## src/rtl/mem_arb_pkg.sv

```systemverilog
// Shared state encoding and sizing helpers for the multi-channel miss arbiter.
package mem_arb_pkg;

  typedef logic [2:0] state_t;

  localparam state_t S_IDLE  = 3'd0;
  localparam state_t S_ISSUE = 3'd1;
  localparam state_t S_DRAIN = 3'd2;
  localparam state_t S_WRITE = 3'd3;
  localparam state_t S_DONE  = 3'd4;

  function automatic int bytes_per_word(input int dw);
    return dw / 8;
  endfunction

  // Block offset bits: everything below the block base address.
  function automatic int offs_bits(input int words, input int dw);
    return $clog2(words * (dw / 8));
  endfunction

  function automatic int idx_bits(input int words);
    return $clog2(words);
  endfunction

  // A single channel still needs a 1-bit index/pointer.
  function automatic int ch_bits(input int n_ch);
    return (n_ch > 1) ? $clog2(n_ch) : 1;
  endfunction

endpackage

```

## src/rtl/mem_miss_arbiter_rr.sv

```systemverilog
// Combinational round-robin pick: first requester at or after the pointer.
module rr_arbiter #(
  parameter int N_CH    = 2,
  parameter int CH_BITS = 1
) (
  input  logic [N_CH-1:0]    req_i,
  input  logic [CH_BITS-1:0] ptr_i,
  output logic [N_CH-1:0]    gnt_o,
  output logic [CH_BITS-1:0] idx_o
);

  logic found;

  always_comb begin
    gnt_o = '0;
    idx_o = '0;
    found = 1'b0;
    for (int i = 0; i < N_CH; i++) begin
      int                 c_int;
      logic [CH_BITS-1:0] cand;
      c_int = int'(ptr_i) + i;
      if (c_int >= N_CH) c_int = c_int - N_CH;
      cand = CH_BITS'(c_int);
      if (!found && req_i[cand]) begin
        found       = 1'b1;
        gnt_o[cand] = 1'b1;
        idx_o       = cand;
      end
    end
  end

endmodule

```

## src/rtl/mem_miss_arbiter.sv

```systemverilog
// Round-robin steering of N cache block fills / write-throughs onto one pipelined
// fixed-latency memory. Fills issue one word address per cycle, back to back.
module mem_miss_arbiter
  import mem_arb_pkg::*;
#(
  parameter int N_CH    = 2,
  parameter int AW      = 16,
  parameter int DW      = 16,
  parameter int WORDS   = 8,
  parameter int MEM_LAT = 4
) (
  input  logic                     clk_i,
  input  logic                     rst_ni,
  input  logic [N_CH-1:0]          ch_req_i,
  input  logic [N_CH-1:0]          ch_wr_i,
  input  logic [N_CH*AW-1:0]       ch_addr_i,
  input  logic [N_CH*DW-1:0]       ch_wdata_i,
  output logic [N_CH-1:0]          ch_grant_o,
  output logic                     ch_busy_o,
  output logic [N_CH-1:0]          ch_fill_valid_o,
  output logic [DW-1:0]            ch_fill_data_o,
  output logic [$clog2(WORDS)-1:0] ch_fill_idx_o,
  output logic [N_CH-1:0]          ch_done_o,
  output logic                     mem_enable_o,
  output logic                     mem_wr_o,
  output logic [AW-1:0]            mem_addr_o,
  output logic [DW-1:0]            mem_wdata_o,
  input  logic [DW-1:0]            mem_rdata_i,
  input  logic                     mem_data_valid_i
);

  localparam int BYTES_PER_WORD = bytes_per_word(DW);
  localparam int OFFS_BITS      = offs_bits(WORDS, DW);
  localparam int IDX_BITS       = idx_bits(WORDS);
  localparam int CH_BITS        = ch_bits(N_CH);
  localparam int WORD_SHIFT     = $clog2(BYTES_PER_WORD);

  localparam logic [AW-1:0]       OFFS_MASK = AW'((1 << OFFS_BITS) - 1);
  localparam logic [IDX_BITS-1:0] ISSUE_LAST = IDX_BITS'(WORDS - 1);
  localparam logic [IDX_BITS:0]   RECV_FULL  = (IDX_BITS + 1)'(WORDS);

  state_t               state_q, state_d;
  logic [CH_BITS-1:0]   owner_q, owner_d;
  logic [N_CH-1:0]      grant_q, grant_d;
  logic [AW-1:0]        addr_q, addr_d;
  logic [DW-1:0]        wdata_q, wdata_d;
  logic [IDX_BITS-1:0]  issue_cnt_q, issue_cnt_d;
  logic [IDX_BITS:0]    recv_cnt_q, recv_cnt_d;
  logic [CH_BITS-1:0]   rr_q, rr_d;
  logic [MEM_LAT-1:0]   pend_q, pend_d;

  logic [AW-1:0]        addr_arr  [N_CH];
  logic [DW-1:0]        wdata_arr [N_CH];
  logic [N_CH-1:0]      arb_gnt;
  logic [CH_BITS-1:0]   arb_idx;
  logic                 issue_rd;
  logic                 fill_strobe;

  for (genvar g = 0; g < N_CH; g++) begin : g_unpack
    assign addr_arr[g]  = ch_addr_i[g*AW +: AW];
    assign wdata_arr[g] = ch_wdata_i[g*DW +: DW];
  end

  rr_arbiter #(
    .N_CH    (N_CH),
    .CH_BITS (CH_BITS)
  ) u_rr (
    .req_i (ch_req_i),
    .ptr_i (rr_q),
    .gnt_o (arb_gnt),
    .idx_o (arb_idx)
  );

  assign issue_rd = (state_q == S_ISSUE);

  // Only accept read data that lines up with one of our own issued reads, so a
  // return still in flight from before a reset can never be counted as a fill word.
  assign fill_strobe = mem_data_valid_i && pend_q[MEM_LAT-1] &&
                       ((state_q == S_ISSUE) || (state_q == S_DRAIN));

  always_comb begin
    state_d     = state_q;
    owner_d     = owner_q;
    grant_d     = grant_q;
    addr_d      = addr_q;
    wdata_d     = wdata_q;
    issue_cnt_d = issue_cnt_q;
    recv_cnt_d  = recv_cnt_q + {{IDX_BITS{1'b0}}, fill_strobe};
    rr_d        = rr_q;
    pend_d      = (pend_q << 1) | MEM_LAT'(issue_rd);

    case (state_q)
      S_IDLE: begin
        recv_cnt_d = '0;
        if (|ch_req_i) begin
          grant_d     = arb_gnt;
          owner_d     = arb_idx;
          addr_d      = addr_arr[arb_idx];
          wdata_d     = wdata_arr[arb_idx];
          issue_cnt_d = '0;
          state_d     = ch_wr_i[arb_idx] ? S_WRITE : S_ISSUE;
        end
      end
      S_ISSUE: begin
        issue_cnt_d = issue_cnt_q + 1'b1;
        if (issue_cnt_q == ISSUE_LAST) state_d = S_DRAIN;
      end
      S_DRAIN: begin
        if (recv_cnt_d == RECV_FULL) state_d = S_DONE;
      end
      S_WRITE: begin
        state_d = S_DONE;
      end
      S_DONE: begin
        grant_d = '0;
        rr_d    = (owner_q == CH_BITS'(N_CH - 1)) ? '0 : owner_q + CH_BITS'(1);
        state_d = S_IDLE;
      end
      default: begin
        grant_d = '0;
        state_d = S_IDLE;
      end
    endcase
  end

  always_ff @(posedge clk_i or negedge rst_ni) begin
    if (!rst_ni) begin
      state_q     <= S_IDLE;
      owner_q     <= '0;
      grant_q     <= '0;
      addr_q      <= '0;
      wdata_q     <= '0;
      issue_cnt_q <= '0;
      recv_cnt_q  <= '0;
      rr_q        <= '0;
      pend_q      <= '0;
    end else begin
      state_q     <= state_d;
      owner_q     <= owner_d;
      grant_q     <= grant_d;
      addr_q      <= addr_d;
      wdata_q     <= wdata_d;
      issue_cnt_q <= issue_cnt_d;
      recv_cnt_q  <= recv_cnt_d;
      rr_q        <= rr_d;
      pend_q      <= pend_d;
    end
  end

  assign ch_grant_o      = grant_q;
  assign ch_busy_o       = (state_q != S_IDLE);
  assign ch_fill_valid_o = fill_strobe ? grant_q : '0;
  assign ch_fill_data_o  = fill_strobe ? mem_rdata_i : '0;
  assign ch_fill_idx_o   = recv_cnt_q[IDX_BITS-1:0];
  assign ch_done_o       = (state_q == S_DONE) ? grant_q : '0;

  assign mem_enable_o = (state_q == S_ISSUE) || (state_q == S_WRITE);
  assign mem_wr_o     = (state_q == S_WRITE);
  assign mem_wdata_o  = (state_q == S_WRITE) ? wdata_q : '0;

  always_comb begin
    mem_addr_o = '0;
    if (state_q == S_ISSUE)
      mem_addr_o = (addr_q & ~OFFS_MASK) | (AW'(issue_cnt_q) << WORD_SHIFT);
    else if (state_q == S_WRITE)
      mem_addr_o = addr_q;
  end

  a_valid_in_fill: assert property (@(posedge clk_i) disable iff (!rst_ni)
    mem_data_valid_i |-> ((state_q == S_ISSUE) || (state_q == S_DRAIN)));

endmodule

```

## config.mk

```make
export PLATFORM = sky130hd
export DESIGN_NAME = mem_miss_arbiter
export DESIGN_NICKNAME = d
export VERILOG_FILES = /design/src/rtl/mem_arb_pkg.sv /design/src/rtl/mem_miss_arbiter_rr.sv /design/src/rtl/mem_miss_arbiter.sv
export SDC_FILE = /design/constraint.sdc
export NUM_CORES = 1
export LEC_CHECK = 0
export BUFFER_PORTS_ARGS = -buffer_cell sky130_fd_sc_hd__buf_4
export CAP_MARGIN = 25
export CELL_PAD_IN_SITES_DETAIL_PLACEMENT = 1
export CELL_PAD_IN_SITES_GLOBAL_PLACEMENT = 1
export CORE_MARGIN = 4
export CORE_UTILIZATION = 32
export DETAILED_ROUTE_END_ITERATION = 16
export MAX_ROUTING_LAYER = met4
export PLACE_DENSITY = 0.77
export SYNTH_ARGS = -nofsm -noshare
export SYNTH_HDL_FRONTEND = slang
export SYNTH_SLANG_ARGS = --single-unit
```

## constraint.sdc

```tcl
create_clock -name clk_i -period 2.8 [get_ports clk_i]
set_clock_uncertainty 0.15 [all_clocks]
set_input_delay 0.14 -clock clk_i [delete_from_list [all_inputs] [get_ports clk_i]]
set_output_delay 0.14 -clock clk_i [all_outputs]
set_load 0.1 [all_outputs]
```

Yosys cells after proc, flatten, opt, wreduce, memory -nomap -nowiden. Index checks and enable logic that the tools add are counted.

Register bits after elaboration: 50. Word-level logic and storage cells: 94.

$add $sub $neg: 6. Order comparisons: 8. Equal/unequal tests: 9. Muxes and demuxes: 40. Bitwise gates (word level): 5. Reductions and logical operators: 17.

Operators with widths (number): $mux W16 (10); $or A16 B4 Y16 (1); $mux W1 (14); $mux W2 (6); $mux W3 (4); $pmux W3 S4 (1); $eq A3 B2 Y1 const B (2); $eq A3 B3 Y1 const B (2); $lt A1 B2 Y1 const B (3); $pmux W3 S2 (1); $reduce_and A2 Y1 (3); $logic_and A1 B1 Y1 (5); $add A4 B1 Y4 (1); $eq A4 B4 Y1 const B (1); $ge A2 B2 Y1 const B (2); $mux W4 (1); $ne A2 B1 Y1 const B (2); $or A4 B1 Y4 (1); $pmux W2 S2 (1); $add A3 B1 Y3 const B (1); $eq A3 B1 Y1 const B (1); $logic_not A3 Y1 (1); $reduce_and A3 Y1 (1); $reduce_bool A3 Y1 (1); 15 further kinds (19).

Longest topological paths before layout. Gate-level depths: netlist (run 1).

Word-level depth: 13. Gate-level depth with buffers: 9.

By module. A second synthesis (run 1) with hierarchy kept.

Cells, all modules: 280. Area, all modules: 2660.1 um2.

Modules (own cells, without submodules): mem_miss_arbiter (instances 1, cells an instance 276, area an instance 2630.0 um2, seq. area each 1251.2 um2); rr_arbiter (instances 1, cells an instance 4, area an instance 30.0 um2, seq. area each 0.0 um2).

Least setup slack after synthesis (run 1). OpenSTA, ideal clock, no wires.

Kind: reg2out. Start: register state_q[2]. End: output mem_wdata_o[10]. Data arrival time: 2.241 ns. Slack: 0.269 ns. Stages on the path, launching flop included: 6. Path buffers: 2. Path through: dfrtp_1 > buf_2 > nand2b_1 > nor2_2 > buf_2 > and2_1.

Cells in the longest elaborated chain, start to end: 2.

RTL lines: from (decl) (RTL line mem_miss_arbiter.sv:42) `state_t state_q, state_d;`; from (signal assigned) (RTL line mem_miss_arbiter.sv:138) `state_q <= state_d;`; $eq A3 B2 Y1; via mem_wr_o (RTL line mem_miss_arbiter.sv:25) `output logic mem_wr_o,`; $mux W16 (RTL line mem_miss_arbiter.sv:159) `assign mem_wdata_o = (state_q == S_WRITE) ? wdata_q : '0;`; to (decl) (RTL line mem_miss_arbiter.sv:27) `output logic [DW-1:0] mem_wdata_o,`.

The timed path passes the listed nets, and every way through them passes these cells.

Worst setup path after layout (run 1).
Start: register rr_q. End: register addr_q[4].

Cells in the longest elaborated chain, start to end: 12. Elaborated cells between the ends (all ways): 20.

RTL lines: from (decl) (RTL line mem_miss_arbiter.sv:49) `logic [CH_BITS-1:0] rr_q, rr_d;`; from (signal assigned) (RTL line mem_miss_arbiter.sv:145) `rr_q <= rr_d;`; $ge A1 B2 Y1 / $sub A1 B1 Y1 (equally long branches) (RTL line mem_miss_arbiter_rr.sv:22) `if (c_int >= N_CH) c_int = c_int - N_CH;`; $mux W1 (RTL line mem_miss_arbiter_rr.sv:22); $mux W1 (implied by the code) (2 in a row) (RTL line mem_miss_arbiter_rr.sv:24) `if (!found && req_i[cand]) begin`; $mux W1 (RTL line mem_miss_arbiter_rr.sv:24); $logic_not A1 Y1 (RTL line mem_miss_arbiter_rr.sv:24); $logic_and A1 B1 Y1 (RTL line mem_miss_arbiter_rr.sv:24); $mux W1 (*) (RTL line mem_miss_arbiter_rr.sv:24); $not A1 Y2 (implied by the code) (*) (RTL line mem_miss_arbiter.sv:98) `addr_d = addr_arr[arb_idx];`; $mux W16 (implied by the code) (*) (3 in a row) (RTL line mem_miss_arbiter.sv:98); to (signal assigned) (RTL line mem_miss_arbiter.sv:141) `addr_q <= addr_d;`; to (decl) (RTL line mem_miss_arbiter.sv:45) `logic [AW-1:0] addr_q, addr_d;`.

Mark *: on every way between the ends. The rest lies on a longest branch, timed or not. The select of a mux whose other input is x is not followed. A chain may end at the register's enable or synchronous reset.

==> metrics.md, run 1 <==
| Metric | Value |
|---|---|
| Outcome | complete, but fails checks |
| Failing checks | hold timing |
| CP Capture Type | flop |
| Final Power | 4.98 mW |
| DP Worst Slack | 0.601 ns |
| Final net count | 565 |
| Die span in y | 100 um |
| Congestion Overflow GR | 0 |
| First-pass GRT wire length | 14700 um |
| Worst Setup Start Kind | flop |
| Die width | 100 um |
| Largest net degree at the start of global routing | 51 |
| Peak Freq | 395 MHz |
| Worst Path Class, Setup | reg -> reg |
| Num rows | 33 |
| Crit path cell chain | o21ai_4 -> buf_4 -> mux2i_1 -> dlygate4sd3_1 -> o21ai_1 |
| Vias in the first global route | 3006 |
| Vias | 2693 |
| Worst slew pin tran | 0.954 ns |
| Final instance area | 4530 um2 |
| Clock transition at path regs | 0.09 ns |
| Final wirelength | 8910 um |
| Detail Placement HPWL | 5990 um |
| Hold depth | 3 |
| Mapped Area | 2730 um2 |
| Antenna violations before repair | 0 |
| Reg2Reg Depth | 5 |
| Final hold vios | 2 |
| Max incr delay on CP | 0.59 ns |
| Initial Util | 0.331 |
| Worst-path maximum fanout | 15 |
| Crit path depth | 5 |
| Port Buf Inserts | 146 |
| Hold path start | ch_wdata_i[20] |
| Clk Latency, worst-skew pair | 0.30 ns |
| Mean number of vias per cell | 4.64 |
| CTS tree | built |
| Cell family with most CP delay | buffers and inverters |
| WP data arrival | 2.55 ns |
| Clock buffer depth | 2 |
| First DRT Iteration DRCs | 95 |
| Syn avg cell area | 9.75 um2 |
| CTS root buf | clkbuf_8 |
| Number of max-cap violations | 0 |
| Leading area contributor after synthesis | dfrtp_1 |
| LEAKAGE | 2.35 nW |
| Slew Limit Fails | 0 |
| Tcrit/Tclk final | 0.904 |
| Drt drc | 0 |
| Sequential area share after synthesis | 0.458 |
| Final Critical Period | 2.53 ns |
| # IOs | 147 |
| Total GRT Usage | 0.187 |
| Total negative slack | 0 ns |
| Warnings, synthesis | 0 |
| VDD IR-drop max | 459 uV |
| Register area | 1250 um2 |
| Area contributors post-synth | dfrtp_1 46%, mux2i_1 13%, and2_1 11%, nand2_1 5.8%, o21ai_1 5.7% |
| TritonCTS Buffers | 5 |
| Fin worst setup slack | 0.269 ns |
| Core Box Area | 8260 um2 |
| RePlAce Congestion | 0.800 |
| Syn Inst Count | 280 |
| TritonRoute pass-1 iters | 6 |
| # diodes | 0 |
| Power density cells | 1100 nW/um2 |
| Setup-failing EPs final | 0 |
| Layout cells sized above 1 | 0.354 |
| Placed cell area | 3880 um2 |
| Hold_ws | -0.00819 ns |
| Post-cts repair resize count | 0 |
| DIE AREA | 10100 um2 |
| Filler cell count | 968 |
| Wire per inst | 15.4 um |
| Max H-tree Level | 2 |
| Routed Antenna Nets | 0 |
| Synth top area share | 0.458 |
| Worst rel slew slack | 0.362 |
| RSZ-0062 raised after global routing | no |
| CTS Sinks | 50 |
| Synth Net Count | 371 |
| CP required | 2.82 ns |
| Slowest stage cell on the critical path | dlygate4sd3_1 |
| Class of the worst hold path | in -> reg |
| Flops & latches, synth | 50 |
| FF-to-FF Start | rr_q |
| Worst path bufs/invs | 2 |
| Area delta synth->final | 65.8% |
| Cell variety after synth | 34 |
| Setup crit start | rr_q |
| Multi-input gate area | 1340 um2 |
==> metrics by stage <==
step           utilization  instances
2_1_floorplan            -        280
3_3_place_gp         0.470        517
3_5_place_dp         0.470        517
4_1_cts              0.548        580
5_1_grt              0.548        580
6_report             0.548        580
==> path summary, 6_finish.rpt <==
| check | slack [ns] | to |
|---|---|---|
| max in group asynchronous | 1.79 | addr_q[9] |
| min in group asynchronous | 0.28 | wdata_q[1] |
| max | 0.27 | addr_q[4] |
| min | -0.008 | wdata_q[4] |
| min reg2reg | 0.21 | pend_q[2] |
| max reg2reg | 0.27 | addr_q[4] |
==> Yosys cell counts <==
library cell / number
a2111oi_4: 1
a21o_1: 1
a21oi_1: 2
a31oi_1: 2
a32oi_1: 1
and2_1: 47
and3_1: 2
buf_2: 7
buf_4: 7
buf_6: 2
clkbuf_1: 4
dfrtp_1: 50
ha_1: 4
inv_1: 5
mux2_2: 1
mux2i_1: 35
nand2_1: 42
nand2b_1: 3
nand3_1: 5
nor2_1: 8
nor2_2: 1
nor2b_1: 3
nor3_4: 2
o211ai_1: 1
o21ai_0: 5
o21ai_1: 31
o21ai_2: 1
o21ai_4: 1
o21ba_2: 1
o32ai_1: 1
or2_2: 1
or3_1: 1
xnor2_1: 1
xor2_1: 1
==> flip-flops by register name, summed over array words and instances, names as in the netlist <==
signal	flops
pend_q	4
ch_grant_o	2
recv_cnt_q	4
addr_q	16
wdata_q	16
owner_q	1
state_q	3
rr_q	1
issue_cnt_q	3
==> cell usage in the layout, fill, tap and decap left out, drive strengths merged <==
| cell type | instances |
|---|---|
| a2111oi | 1 |
| a21o | 1 |
| a21oi | 2 |
| a31oi | 2 |
| a32oi | 1 |
| and2 | 47 |
| and3 | 2 |
| buf | 152 |
| clkbuf | 7 |
| clkinv | 1 |
| dfrtp | 50 |
| dlygate4sd3 | 55 |
| ha | 4 |
| inv | 5 |
| mux2 | 1 |
| mux2i | 35 |
| nand2 | 42 |
| nand2b | 3 |
| nand3 | 5 |
| nor2 | 9 |
| nor2b | 3 |
| nor3 | 2 |
| o211ai | 1 |
| o21ai | 38 |
| o21ba | 1 |
| o32ai | 1 |
| or2 | 1 |
| or3 | 1 |
| xnor2 | 1 |
| xor2 | 1 |
==> routing by layer <==
metal	vias up	part of all wire	routed length, um	track usage
li1	1317	-	-	-
met1	1271	0.38	3350	0.213
met2	98	0.54	4830	0.341
met3	7	0.074	663	0.0389
met4	0	0.0081	72	0.0321
met5	-	0	0	-
==> kinds of logic after synthesis <==
kind of cell	synth area share
DFF	0.458
AOI/OAI and AO/OA	0.109
xor gates and xnor gates	0.00642
buffers and inverters	0.0527
adders and majority gates	0.0183
and+or+nand+nor	0.223
muxes	0.132
==> final cells by class <==
cell class / count / area share
Sequential cell: 50 / 0.276
Multi-Input combinational cell: 205 / 0.297
Clock buffer: 7 / 0.0191
Tap cell: 105 / 0.0290
Clock inverter: 1 / 0.00111
Timing Repair Buffer: 207 / 0.374
Inverter: 5 / 0.00415
==> worst register-to-register path: stages, from the launching register on <==
cell and delay [ns]:
dfrtp_1 0.45, o21ai_4 0.56, buf_4 0.36, mux2i_1 0.22, dlygate4sd3_1 0.59, o21ai_1 0.08
==> report_power, final <==
group	switching (mW)	internal (mW)	leakage [nW]	total (mW)
clock	0.234	0.200	0.0482	0.434
combinational	2.43	0.873	1.67	3.30
sequential	0.193	1.05	0.627	1.24
total	2.86	2.12	2.35	4.98
==> what timing repair did <==
item	4_1_cts	5_1_grt
setup endpoints to repair	0	0
endpoints found under the hold margin	77	0
buffers inserted	0	0
hold buffers	55	0
Note: power is estimated with default switching activity, not from simulation.
==> inputs of run 2 (changes only) <==
Settings changed: BUFFER_PORTS_ARGS -buffer_cell sky130_fd_sc_hd__buf_4 to not set, CORE_UTILIZATION 32 to 45, DONT_BUFFER_PORTS set to 1, PLACE_DENSITY 0.77 to 0.75.
==> metrics.md, run 2 (same netlist as run 1, synthesis figures left out) <==
| Metric | Value |
|---|---|
| Final wirelength | 11600 um (+30%) |
| Worst Path Class, Setup | reg -> out |
| Port Buf Inserts | 0 (-100%) |
| Slowest stage cell on the critical path | dfrtp_1 |
| Core Box Area | 5920 um2 (-28%) |
| Area delta synth->final | 54.6% |
| Setup crit start | state_q[2] |
| VDD IR-drop max | 996 uV (+120%) |
| Total GRT Usage | 0.327 (+0.140) |
| CTS Sinks | 50 (unchanged) |
| Max incr delay on CP | 0.57 ns (-0.02 ns) |
| TritonCTS Buffers | 5 (unchanged) |
| RePlAce Congestion | 0.794 (-0.82%) |
| Antenna violations before repair | 0 (unchanged) |
| Worst-path maximum fanout | 14 (-1) |
| Detail Placement HPWL | 5360 um (-10%) |
| CP required | 2.51 ns (-0.31 ns) |
| # IOs | 147 (unchanged) |
| CTS root buf | clkbuf_8 |
| Worst slew pin tran | 0.831 ns (-0.122 ns) |
| Cell family with most CP delay | simple AND/OR/NAND/NOR gates |
| Crit path depth | 4 (-1) |
| Clock transition at path regs | 0.10 ns (about the same) |
| Vias | 2677 (-0.59%) |
| Clock buffer depth | 2 (unchanged) |
| Multi-input gate area | 1360 um2 (+0.93%) |
| Worst R2R Setup Slack | 0.36 ns (+0.09 ns) |
| Hold path start | ch_req_i[1] |
| Setup-failing EPs final | 0 (unchanged) |
| Register area | 1250 um2 (unchanged) |
| Worst rel slew slack | 0.445 (+0.0835) |
| WP data arrival | 2.16 ns (-0.39 ns) |
| Die width | 85.9 um (-14%) |
| Number of max-cap violations | 0 (unchanged) |
| Vias in the first global route | 3125 (+4.0%) |
| Worst setup endpoint | mem_addr_o[15] |
| Largest net degree at the start of global routing | 51 (unchanged) |
| Final net count | 491 (-13%) |
| FF-to-FF End | addr_q[12] |
| # diodes | 0 (unchanged) |
| Outcome | completed |
| Most frequent cells in the layout | 68 x dlygate4sd3_1, 50 x dfrtp_1, 50 x buf_4 |
| Post-cts repair resize count | 0 (unchanged) |
| Most common cell after layout, fill and taps aside | dlygate4sd3_1 |
| Power density cells | 1340 nW/um2 (+22%) |
| Postcts setup bufs | 0 (unchanged) |
| Die span in y | 85.9 um (-14%) |
| Worst path bufs/invs | 2 (unchanged) |
| Slew Limit Fails | 0 (unchanged) |
| Mean number of vias per cell | 5.62 (+21%) |
| Clk Latency, worst-skew pair | 0.31 ns (about the same) |
| Filler cell count | 608 (-37%) |
| Final hold vios | 0 (-2) |
| Largest registers | addr_q: 16 flops, wdata_q: 16 flops |
| RSZ-0062 raised after global routing | no |
| Initial Util | 0.461 (+0.131) |
| DIE AREA | 7380 um2 (-27%) |
| Tcrit/Tclk final | 0.874 (-0.0303) |
| LEAKAGE | 2.06 nW (-12%) |
| FF-to-FF Start | rr_q |
| Wire per inst | 24.4 um (+59%) |
| TritonRoute pass-1 iters | 4 (-2) |
| First-pass GRT wire length | 17700 um (+21%) |
| Hold_buf cts | 69 (+25%) |
| Final Critical Period | 2.45 ns (-0.0848 ns) |
| Max H-tree Level | 2 (unchanged) |
| Layout cells sized above 1 | 0.212 (-0.142) |
| Drt drc | 0 (unchanged) |
| Total negative slack | 0 ns (unchanged) |
| Hold_ws | 0.0410 ns (+0.0492 ns) |
| Reg2Reg Depth | 5 (unchanged) |
| Crit path cell chain | nand2b_1 -> inv_1 -> and2_1 -> buf_12 |
| Num rows | 28 (-15%) |
| Congestion Overflow GR | 0 (unchanged) |
| Peak Freq | 409 MHz (+3.5%) |
| Routed Antenna Nets | 0 (unchanged) |
| Worst Setup Start Kind | flop |
| Class of the worst hold path | in -> reg |
| First DRT Iteration DRCs | 142 (+49%) |
| CTS tree | built |
| CP Capture Type | output pin |
run 2: cell count changes in the layout (fill, tap and decap cells not counted), moves of 2 or more:
cell,change
buf_4,-102
buf_12,+14
dlygate4sd3_1,+13
nor2_1,-3
bufinv_16,+2
nor2_2,+2
run 2: per-layer routing:
layer,wire length [um],track usage,vias to the layer above
li1,-,-,1168
met1,4240,0.356,1331
met2,6190,0.575,135
met3,682,0.0615,43
met4,505,0.151,0
met5,0,-,-
run 2: how the worst min path moves through the flow:
| stage | endpoint | cells past startpoint |
|---|---|---|
| 5_1_grt | state_q[1] | 3 |
| 6_report | state_q[1] | 3 |
| 2_1_floorplan | addr_q[0] | 0 |
| 3_3_place_gp | recv_cnt_q[3] | 0 |
| 4_1_cts | state_q[1] | 3 |
| 3_5_place_dp | recv_cnt_q[2] | 0 |
run 2: power breakdown:
| part | total [mW] | internal [mW] | switching (mW) |
|---|---|---|---|
| combinational | 3.69 | 1.03 | 2.66 |
| clock | 0.636 | 0.359 | 0.277 |
| sequential | 1.32 | 1.05 | 0.273 |
run 2: per-stage QoR:
stage	area, um2	instances	util	worst slack (ns)	total power, mW
6_report	4220	476	0.713	0.354	5.64
5_1_grt	4220	476	0.713	0.233	5.85
4_1_cts	4220	476	0.713	0.439	5.36
3_5_place_dp	3370	399	0.570	0.461	4.60
3_3_place_gp	3350	398	0.567	0.557	4.46
2_1_floorplan	2730	280	-	0.269	3.76
run 2: final cells by class:
cell class | instances | area share
repair buffers | 133 | 0.323
multi-input cells | 205 | 0.321
flip-flops and latches | 50 | 0.296
well taps | 75 | 0.0222
clock buffers | 5 | 0.0163
clock inverters | 3 | 0.0163
inverters | 5 | 0.00445
run 2: tightest hold or removal path, delay by kind of cell:
family / cells / cell delay (ns)
simple gates: 1 / 0.08
compound gates: 2 / 0.22
